==> config.mk <==
export PLATFORM = sky130hd
export DESIGN_NAME = dyser_conf_loader
export DESIGN_NICKNAME = d
export VERILOG_FILES = /design/src/rtl/dyser_conf_loader_pkg.sv /design/src/rtl/dyser_conf_loader.sv
export SDC_FILE = /design/constraint.sdc
export NUM_CORES = 1
export LEC_CHECK = 0
export ABC_CLOCK_PERIOD_IN_PS = 1500
export CAP_MARGIN = 20
export CORE_UTILIZATION = 33
export DETAILED_ROUTE_END_ITERATION = 8
export GPL_TIMING_DRIVEN = 0
export HOLD_SLACK_MARGIN = 0.15
export PLACE_DENSITY = 0.64
export SYNTH_ARGS = -nofsm -noshare
export SYNTH_HDL_FRONTEND = slang
export SYNTH_SLANG_ARGS = --single-unit
export TNS_END_PERCENT = 30
==> constraint.sdc <==
create_clock -name clk -period 1.5 [get_ports clk]
set_input_delay 0.3 -clock clk [delete_from_list [all_inputs] [get_ports clk]]
set_output_delay 0.3 -clock clk [all_outputs]
set_load 0.02 [all_outputs]
==> src/rtl/dyser_conf_loader_pkg.sv <==
// Shared widths, loader state encoding and chain-word packing for the DySER configuration loader.
package dyser_conf_loader_pkg;

    // Fabric datapath geometry: a chain word is the 32-bit payload followed by the meta bits.
    localparam int unsigned DATA_WIDTH = 32;
    localparam int unsigned META_BITS  = 2;
    localparam int unsigned PATH_WIDTH = DATA_WIDTH + META_BITS - 1;
    localparam int unsigned CONF_W     = PATH_WIDTH + 1;

    // Loader sequencing states.
    typedef enum logic [1:0] {
        CL_IDLE      = 2'd0,
        CL_WAIT_IDLE = 2'd1,
        CL_SHIFT     = 2'd2,
        CL_SETTLE    = 2'd3
    } cl_state_e;

    // Place a host word at the chain head with zeroed meta bits.
    function automatic logic [CONF_W-1:0] conf_pack(input logic [DATA_WIDTH-1:0] word);
        return {word, {META_BITS{1'b0}}};
    endfunction

endpackage

==> src/rtl/dyser_conf_loader.sv <==
// Streams host configuration words into the DySER SE chain once the fabric is quiescent,
// counting words up to the chain length and reporting completion or abort.
module dyser_conf_loader
    import dyser_conf_loader_pkg::*;
#(
    parameter int unsigned CHAIN_LEN = 48,
    parameter int unsigned CNT_W     = 6
) (
    input  logic                  clk,
    input  logic                  rst_n,
    input  logic                  cfg_start,
    input  logic                  cfg_abort,
    input  logic [DATA_WIDTH-1:0] cfg_word_in,
    input  logic                  cfg_valid_in,
    output logic                  cfg_ready_out,
    input  logic                  fabric_idle,
    output logic                  conf_en,
    output logic [CONF_W-1:0]     conf_data_out,
    output logic                  busy,
    output logic                  cfg_done,
    output logic                  cfg_aborted,
    output logic [CNT_W-1:0]      words_loaded
);

    cl_state_e          state_q;
    logic               conf_en_q;
    logic [CONF_W-1:0]  conf_data_q;
    logic               busy_q;
    logic               cfg_done_q;
    logic               cfg_aborted_q;
    logic [CNT_W-1:0]   words_q;
    logic [CNT_W-1:0]   words_d;
    logic               last_word;

    // Incremented count and detection of the word that completes the chain.
    assign words_d   = words_q + CNT_W'(1);
    assign last_word = (words_q == CNT_W'(CHAIN_LEN - 1));

    // Loader FSM with registered shift enable, chain data, status pulses and word counter.
    always_ff @(posedge clk) begin
        if (!rst_n) begin
            state_q       <= CL_IDLE;
            conf_en_q     <= 1'b0;
            conf_data_q   <= '0;
            busy_q        <= 1'b0;
            cfg_done_q    <= 1'b0;
            cfg_aborted_q <= 1'b0;
            words_q       <= '0;
        end else begin
            // Shift enable and status flags are single-cycle unless re-armed below.
            conf_en_q     <= 1'b0;
            cfg_done_q    <= 1'b0;
            cfg_aborted_q <= 1'b0;

            case (state_q)
                CL_IDLE: begin
                    // A start coinciding with abort is discarded.
                    if (cfg_start && !cfg_abort) begin
                        state_q <= CL_WAIT_IDLE;
                        busy_q  <= 1'b1;
                        words_q <= '0;
                    end
                end

                CL_WAIT_IDLE: begin
                    if (cfg_abort) begin
                        state_q       <= CL_IDLE;
                        busy_q        <= 1'b0;
                        cfg_aborted_q <= 1'b1;
                    end else if (fabric_idle) begin
                        state_q <= CL_SHIFT;
                    end
                end

                CL_SHIFT: begin
                    // Abort takes priority over a word offered in the same cycle.
                    if (cfg_abort) begin
                        state_q       <= CL_IDLE;
                        busy_q        <= 1'b0;
                        cfg_aborted_q <= 1'b1;
                    end else if (cfg_valid_in) begin
                        conf_en_q   <= 1'b1;
                        conf_data_q <= conf_pack(cfg_word_in);
                        words_q     <= words_d;
                        if (last_word) begin
                            state_q <= CL_SETTLE;
                        end
                    end
                end

                CL_SETTLE: begin
                    // The final shift is on the wire this cycle; report completion next.
                    state_q <= CL_IDLE;
                    busy_q  <= 1'b0;
                    if (cfg_abort) begin
                        cfg_aborted_q <= 1'b1;
                    end else begin
                        cfg_done_q <= 1'b1;
                    end
                end

                default: begin
                    state_q <= CL_IDLE;
                    busy_q  <= 1'b0;
                end
            endcase
        end
    end

    // Ready is a pure decode of the state register so it never depends on host valid.
    assign cfg_ready_out = (state_q == CL_SHIFT);
    assign conf_en       = conf_en_q;
    assign conf_data_out = conf_data_q;
    assign busy          = busy_q;
    assign cfg_done      = cfg_done_q;
    assign cfg_aborted   = cfg_aborted_q;
    assign words_loaded  = words_q;

endmodule

# Word level (Yosys, flattened, before mapping)
# Index checks and enable logic that the tools add are counted.
dict set report op_classes {
  n_bitwise 3
  n_addsub 1
  mux 17
  n_eq_ne 11
  reduce_logical 13
}
# operator count
set ops {}
lappend ops {{2-to-1 mux 6 bit} 3}
lappend ops {{2-to-1 mux 2 bit} 6}
lappend ops {{one-hot mux 6 bit (2 select lines)} 1}
lappend ops {{one-hot mux 2 bit (4 select lines)} 1}
lappend ops {{AND reduction 4 bit} 2}
lappend ops {{adder 6 x 1 -> 6 bit, second input constant} 1}
lappend ops {{equality test 6 bit, second input constant} 1}
lappend ops {{inequality test 2 bit, second input constant} 3}
lappend ops {{inequality test 3 bit, second input constant} 2}
lappend ops {{AND reduction 2 bit} 3}
lappend ops {{OR reduction 3 bit} 2}
lappend ops {{2-to-1 mux 1 bit} 5}
lappend ops {{equality test 2 bit, second input constant} 2}
lappend ops {{inequality test 3 x 2 -> 1 bit, second input constant} 1}
lappend ops {{NOT 1 bit} 3}
lappend ops {{one-hot mux 1 bit (3 select lines)} 1}
lappend ops {{AND reduction 3 bit} 1}
lappend ops {{equality test 2 x 1 -> 1 bit, second input constant} 1}
lappend ops {{zero test 2 bit} 1}
lappend ops {{inequality test 2 x 1 -> 1 bit, second input constant} 1}
lappend ops {{nonzero test 2 bit} 1}
lappend ops {{OR reduction 2 bit} 1}
lappend ops {{logical AND 1 bit} 1}
lappend ops {{zero test 1 bit} 1}
dict set report word_totals {
  input_bits 38
  out_inout_bits 45
  elab_cells 52
  regBits 44
}

# Longest topological paths before layout
dict set report logic_depth {
  word_depth 5
  ltp_mapped 8
  depth_no_buf 6
}

# Worst setup path after synthesis
# No wires, ideal clock.
dict set report synth_path {
  path_type {register to register}
  from {register state_q[0]}
  to {register words_q[5], in the netlist words_loaded[5]}
  setup_slack_ns -0.351
  setup_time_ns 0.070
  n_path_buf 2
  arrival_time_ns 1.781
  synth_period_minus_slack_ns 1.851
  required_ns 1.430
  stages_incl_launch_ff 9
  cell_sequence {dfxtp_1 -> inv_1 -> ha_1 -> buf_4 -> and3b_1 -> buf_4 -> nand2b_4 -> or4_1 -> a21boi_1}
}
dict set report synth_via {
  elab_chain_len 3
  elab_cells_between_ends 8
  cone_classes {eq/ne (4); mux (1); reduce/logical (3)}
}
# item line
set synth_lines {}
lappend synth_lines {{start, declared} dyser_conf_loader.sv:25} ;# cl_state_e state_q;
lappend synth_lines {{start signal, assigned} dyser_conf_loader.sv:42} ;# state_q <= CL_IDLE;
lappend synth_lines {{start signal, assigned} dyser_conf_loader.sv:59} ;# state_q <= CL_WAIT_IDLE;
lappend synth_lines {{start signal, assigned} dyser_conf_loader.sv:67} ;# state_q <= CL_IDLE;
lappend synth_lines {{equality test 2 bit (*)} -}
lappend synth_lines {{named net cfg_ready_out} dyser_conf_loader.sv:15} ;# output logic cfg_ready_out,
lappend synth_lines {{inequality test 2 bit (no line) / nonzero test 2 bit (equally long branches)} -}
lappend synth_lines {{AND reduction 4 bit (no line)} -}
lappend synth_lines {{end signal, assigned} dyser_conf_loader.sv:84} ;# words_q <= words_d;
lappend synth_lines {{end, declared} dyser_conf_loader.sv:31} ;# logic [CNT_W-1:0] words_q;
# The timed path passes the listed nets; every way through them passes the cells marked *.
# A chain may end at the register's enable or synchronous reset.

# Worst setup path after layout
dict set report layout_path {
  from {register state_q[0]}
  to {register words_q[5], in the netlist words_loaded[5]}
}
dict set report layout_via {
  elab_chain_len 3
  elab_cells_between_ends 8
  cone_classes {eq/ne (4); mux (1); reduce/logical (3)}
}
# item line
set layout_lines {}
lappend layout_lines {{equality test 2 bit / zero test 2 bit (equally long branches)} dyser_conf_loader.sv:55} ;# case (state_q)
lappend layout_lines {{inequality test 2 bit (no line) / nonzero test 2 bit (equally long branches)} -}
lappend layout_lines {{AND reduction 4 bit (no line)} -}
# Several ways; a longest one is shown, not always the timed one.

==> flow_summary_export.csv <==
group,metric,value,unit
floorplan,dieWidth,77.04,um
placed_design,place_hpwl,3116,um
clock_tree,clk_pin_slew,0.08,ns
timing,period_share,1.039,
global_routing,grt_max_degree,13,
clock_tree,cts-root-buf,"clkbuf_8",
worst_setup_path,ff2ff_path_depth,7,
worst_setup_path,cp-start-kind,"flip-flop",
clock_tree,cts_tree,"built",
routing,drt-initial-drc-count,38,
routing,ant_nets,0,
synthesis,ys.flop_type,"dfxtp_1",
floorplan,io_pins,83,
power_and_ir_drop,p_per_area,725.1,nW/um2
run_status,violations,"negative setup slack",
routing,wl_per_cell,11.86,um
placed_design,dp_cells,371,
final_layout,area_delta_synth_final,61.41,%
final_layout,diodes,0,
synthesis,syn_area,1858,um2
floorplan,fp.dieArea,5934,um2
worst_hold_path,worstHoldPathCells,4,
power_and_ir_drop,ir_drop,0.4465,mV
floorplan,placementRows,26,
synthesis,ys_warn_count,0,
routing,first_pass_iters,4,
routing,vias,1774,
timing,hold_viol,0,
worst_hold_path,hp-start,"cfg_abort",
worst_setup_path,critPathMaxFanout,6,
synthesis,synth_cell_type_count,34,
timing,rsz0062_at_grt,"true",
run_status,status,"finished, violations left",
placed_design,gp_congestion,0.7622,
worst_setup_path,reg2reg_to,"words_loaded[5]$_SDFFE_PN0P_",
worst_hold_path,hold_end,"words_loaded[1]$_SDFFE_PN0P_",
worst_setup_path,worstPathRequired,1.73,ns
worst_setup_path,path_class,"reg -> reg",
clock_tree,htreeDepth,2,
routing,wl,4602,um
global_routing,grt_pass1_vias,1622,
final_layout,fin_util,0.5691,
synthesis,synthArstFlopShare,0,
flow_run,drv_cap,0,
final_layout,layout_commonest_cell,"nand2_1",
timing,finalSetupViolCount,5,
floorplan,start_util,0.3526,
timing,slew_viol_final,0,
synthesis,synth-seq-cells,44,
final_layout,final_cells,388,
timing,period_minus_slack,1.558,ns
power_and_ir_drop,p_leak,1.273,nW
routing,drc_errors,0,
final_layout,drive_above_1_share,0.1635,
final_layout,nNetsFinal,361,
clock_tree,numCtsBuffers,5,
worst_hold_path,hp-class,"in -> reg",
synthesis,seq_area_frac_synth,0.4741,
clock_tree,cts.sinks,44,
timing,fmaxAchievable,641.8,MHz
placed_design,io_buffers,78,
worst_setup_path,worst_ep_arrival_time,1.79,ns
clock_tree,clock_latency,0.29,ns
synthesis,syn_area_per_cell,8.370,um2
floorplan,core,5270,um2
global_routing,antenna_found_initial,0,
global_routing,grt_usage,0.1607,
routing,viasPerCell,4.572,
synthesis,synth_edf_count,0,
timing,layout_setup_ws,-0.05824,ns
global_routing,grt_overflow,0,
worst_setup_path,r2r_setup_slack,-0.06,ns
final_layout,layout_common_cells,"68 x nand2_1, 43 x dlygate4sd2_1, 40 x dfxtp_1",
floorplan,die_y,77.04,um
clock_tree,cts_buffer_depth,2,
global_routing,grt_pass1_wl,7596,um
worst_setup_path,r2r_start,"state_q[0]$_SDFFE_PN0P_",
timing,finClkSkew,0.004575,ns
worst_setup_path,endpoint_kind,"flip-flop",
synthesis,netlist_instances,222,
clock_tree,hold_buffers,0,
-- logic make-up (layout without fill, tap and decap cells) --
group                    after synthesis  count (layout)  share of synthesized area
AND/OR/NAND/NOR                       94              94                     0.2236
flip-flops                            44              44                     0.4741
adder cells (fa/ha/maj)                5               5                    0.03367
buffers and inverters                 23             118                    0.05858
other                                  1               2                   0.002018
AO/OA/AOI/OAI                         53              53                     0.1973
multiplexers                           2               2                    0.01077
-- worst max-delay path by stage --
stage | from | endpoint | slack [ns]
global route | state_q[0]$_SDFFE_PN0P_ | words_loaded[4]$_SDFFE_PN0P_ | -0.14
finish | state_q[0]$_SDFFE_PN0P_ | words_loaded[5]$_SDFFE_PN0P_ | -0.06
global placement | cfg_valid_in | conf_data_out[12]$_SDFFE_PN0P_ | -0.37
CTS | state_q[0]$_SDFFE_PN0P_ | words_loaded[5]$_SDFFE_PN0P_ | -0.11
floorplan | state_q[0]$_SDFFE_PN0P_ | words_loaded[5]$_SDFFE_PN0P_ | -0.08
detailed placement | cfg_valid_in | conf_data_out[9]$_SDFFE_PN0P_ | -0.43
-- state kept, by name (all words and copies together), names as in the netlist --
| name | count |
|---|---|
| cfg_aborted | 1 |
| state_q | 2 |
| busy | 1 |
| conf_data_out | 32 |
| words_loaded | 6 |
| cfg_done | 1 |
| conf_en | 1 |
-- cells in the mapped netlist, types with 2 or more instances --
library cell	number	area, um2
ha_1	5	62.56
nand3_1	4	20.02
a21boi_0	34	255.2
nor2_1	3	11.26
nor3b_1	2	15.01
clkbuf_1	12	45.04
a21oi_1	6	30.03
nand2b_1	2	12.51
nand2_1	70	262.8
nor3_1	2	10.01
dfxtp_1	44	880.8
nor2b_1	2	12.51
o21ai_1	2	10.01
o21ai_0	5	25.02
mux2i_1	2	20.02
inv_1	6	22.52
buf_4	4	30.03
-- metal layers --
layer  up-vias  GRT usage  wire (um)  share of wire
li1        918          -          -              -
met1       788     0.2020       2115           0.46
met2        61     0.2563       2052           0.45
met3         7    0.05476        375          0.081
met4         0    0.05283         59          0.013
met5         -          0          0              0
-- worst max-delay path: stages (launching register included) --
cell	delay [ns]
dfxtp_2	0.34
inv_4	0.07
ha_4	0.13
buf_6	0.11
and3b_2	0.25
nand2b_4	0.06
or4_4	0.41
a21boi_2	0.12
-- layout make-up --
class / count / area (um2)
sequential: 44 / 890.9
buffer: 15 / 137.6
clock inverter: 1 / 5.005
multi-input combinational: 156 / 948.4
tap: 70 / 87.58
timing repair buffer: 90 / 832.0
clock buffer: 6 / 72.57
fill: 526 / 2271
inverter: 6 / 25.02
-- power breakdown --
part           internal, mW  total [mW]  switching (mW)
clock                 0.317       0.701           0.384
sequential             1.18        1.18         0.00763
combinational         0.173       0.290           0.117
total                  1.67        2.17           0.509
-- through the flow --
stage,worst slack (ns),cell area [um2],TNS (ns),total power [mW],hold slack (ns)
floorplan,-0.08130,1886,-0.4146,1.339,0.4449
global placement,-0.3720,2754,-12.12,1.473,0.4501
detailed placement,-0.4297,2754,-13.07,1.472,0.4564
CTS,-0.1141,2929,-0.4091,2.204,0.3044
global route,-0.1403,2999,-0.5977,2.294,0.3499
finish,-0.05824,2999,-0.1827,2.175,0.3325
-- repair_timing --
item | 4_1_cts | 5_1_grt
endpoints found under the setup margin | 82 | 38
setup buffers | 8 | 2
cloned | 1 | 1
gates resized for setup | 69 | 40
pin swaps | 1 | 6
Power figures use the tool's default switching activity.
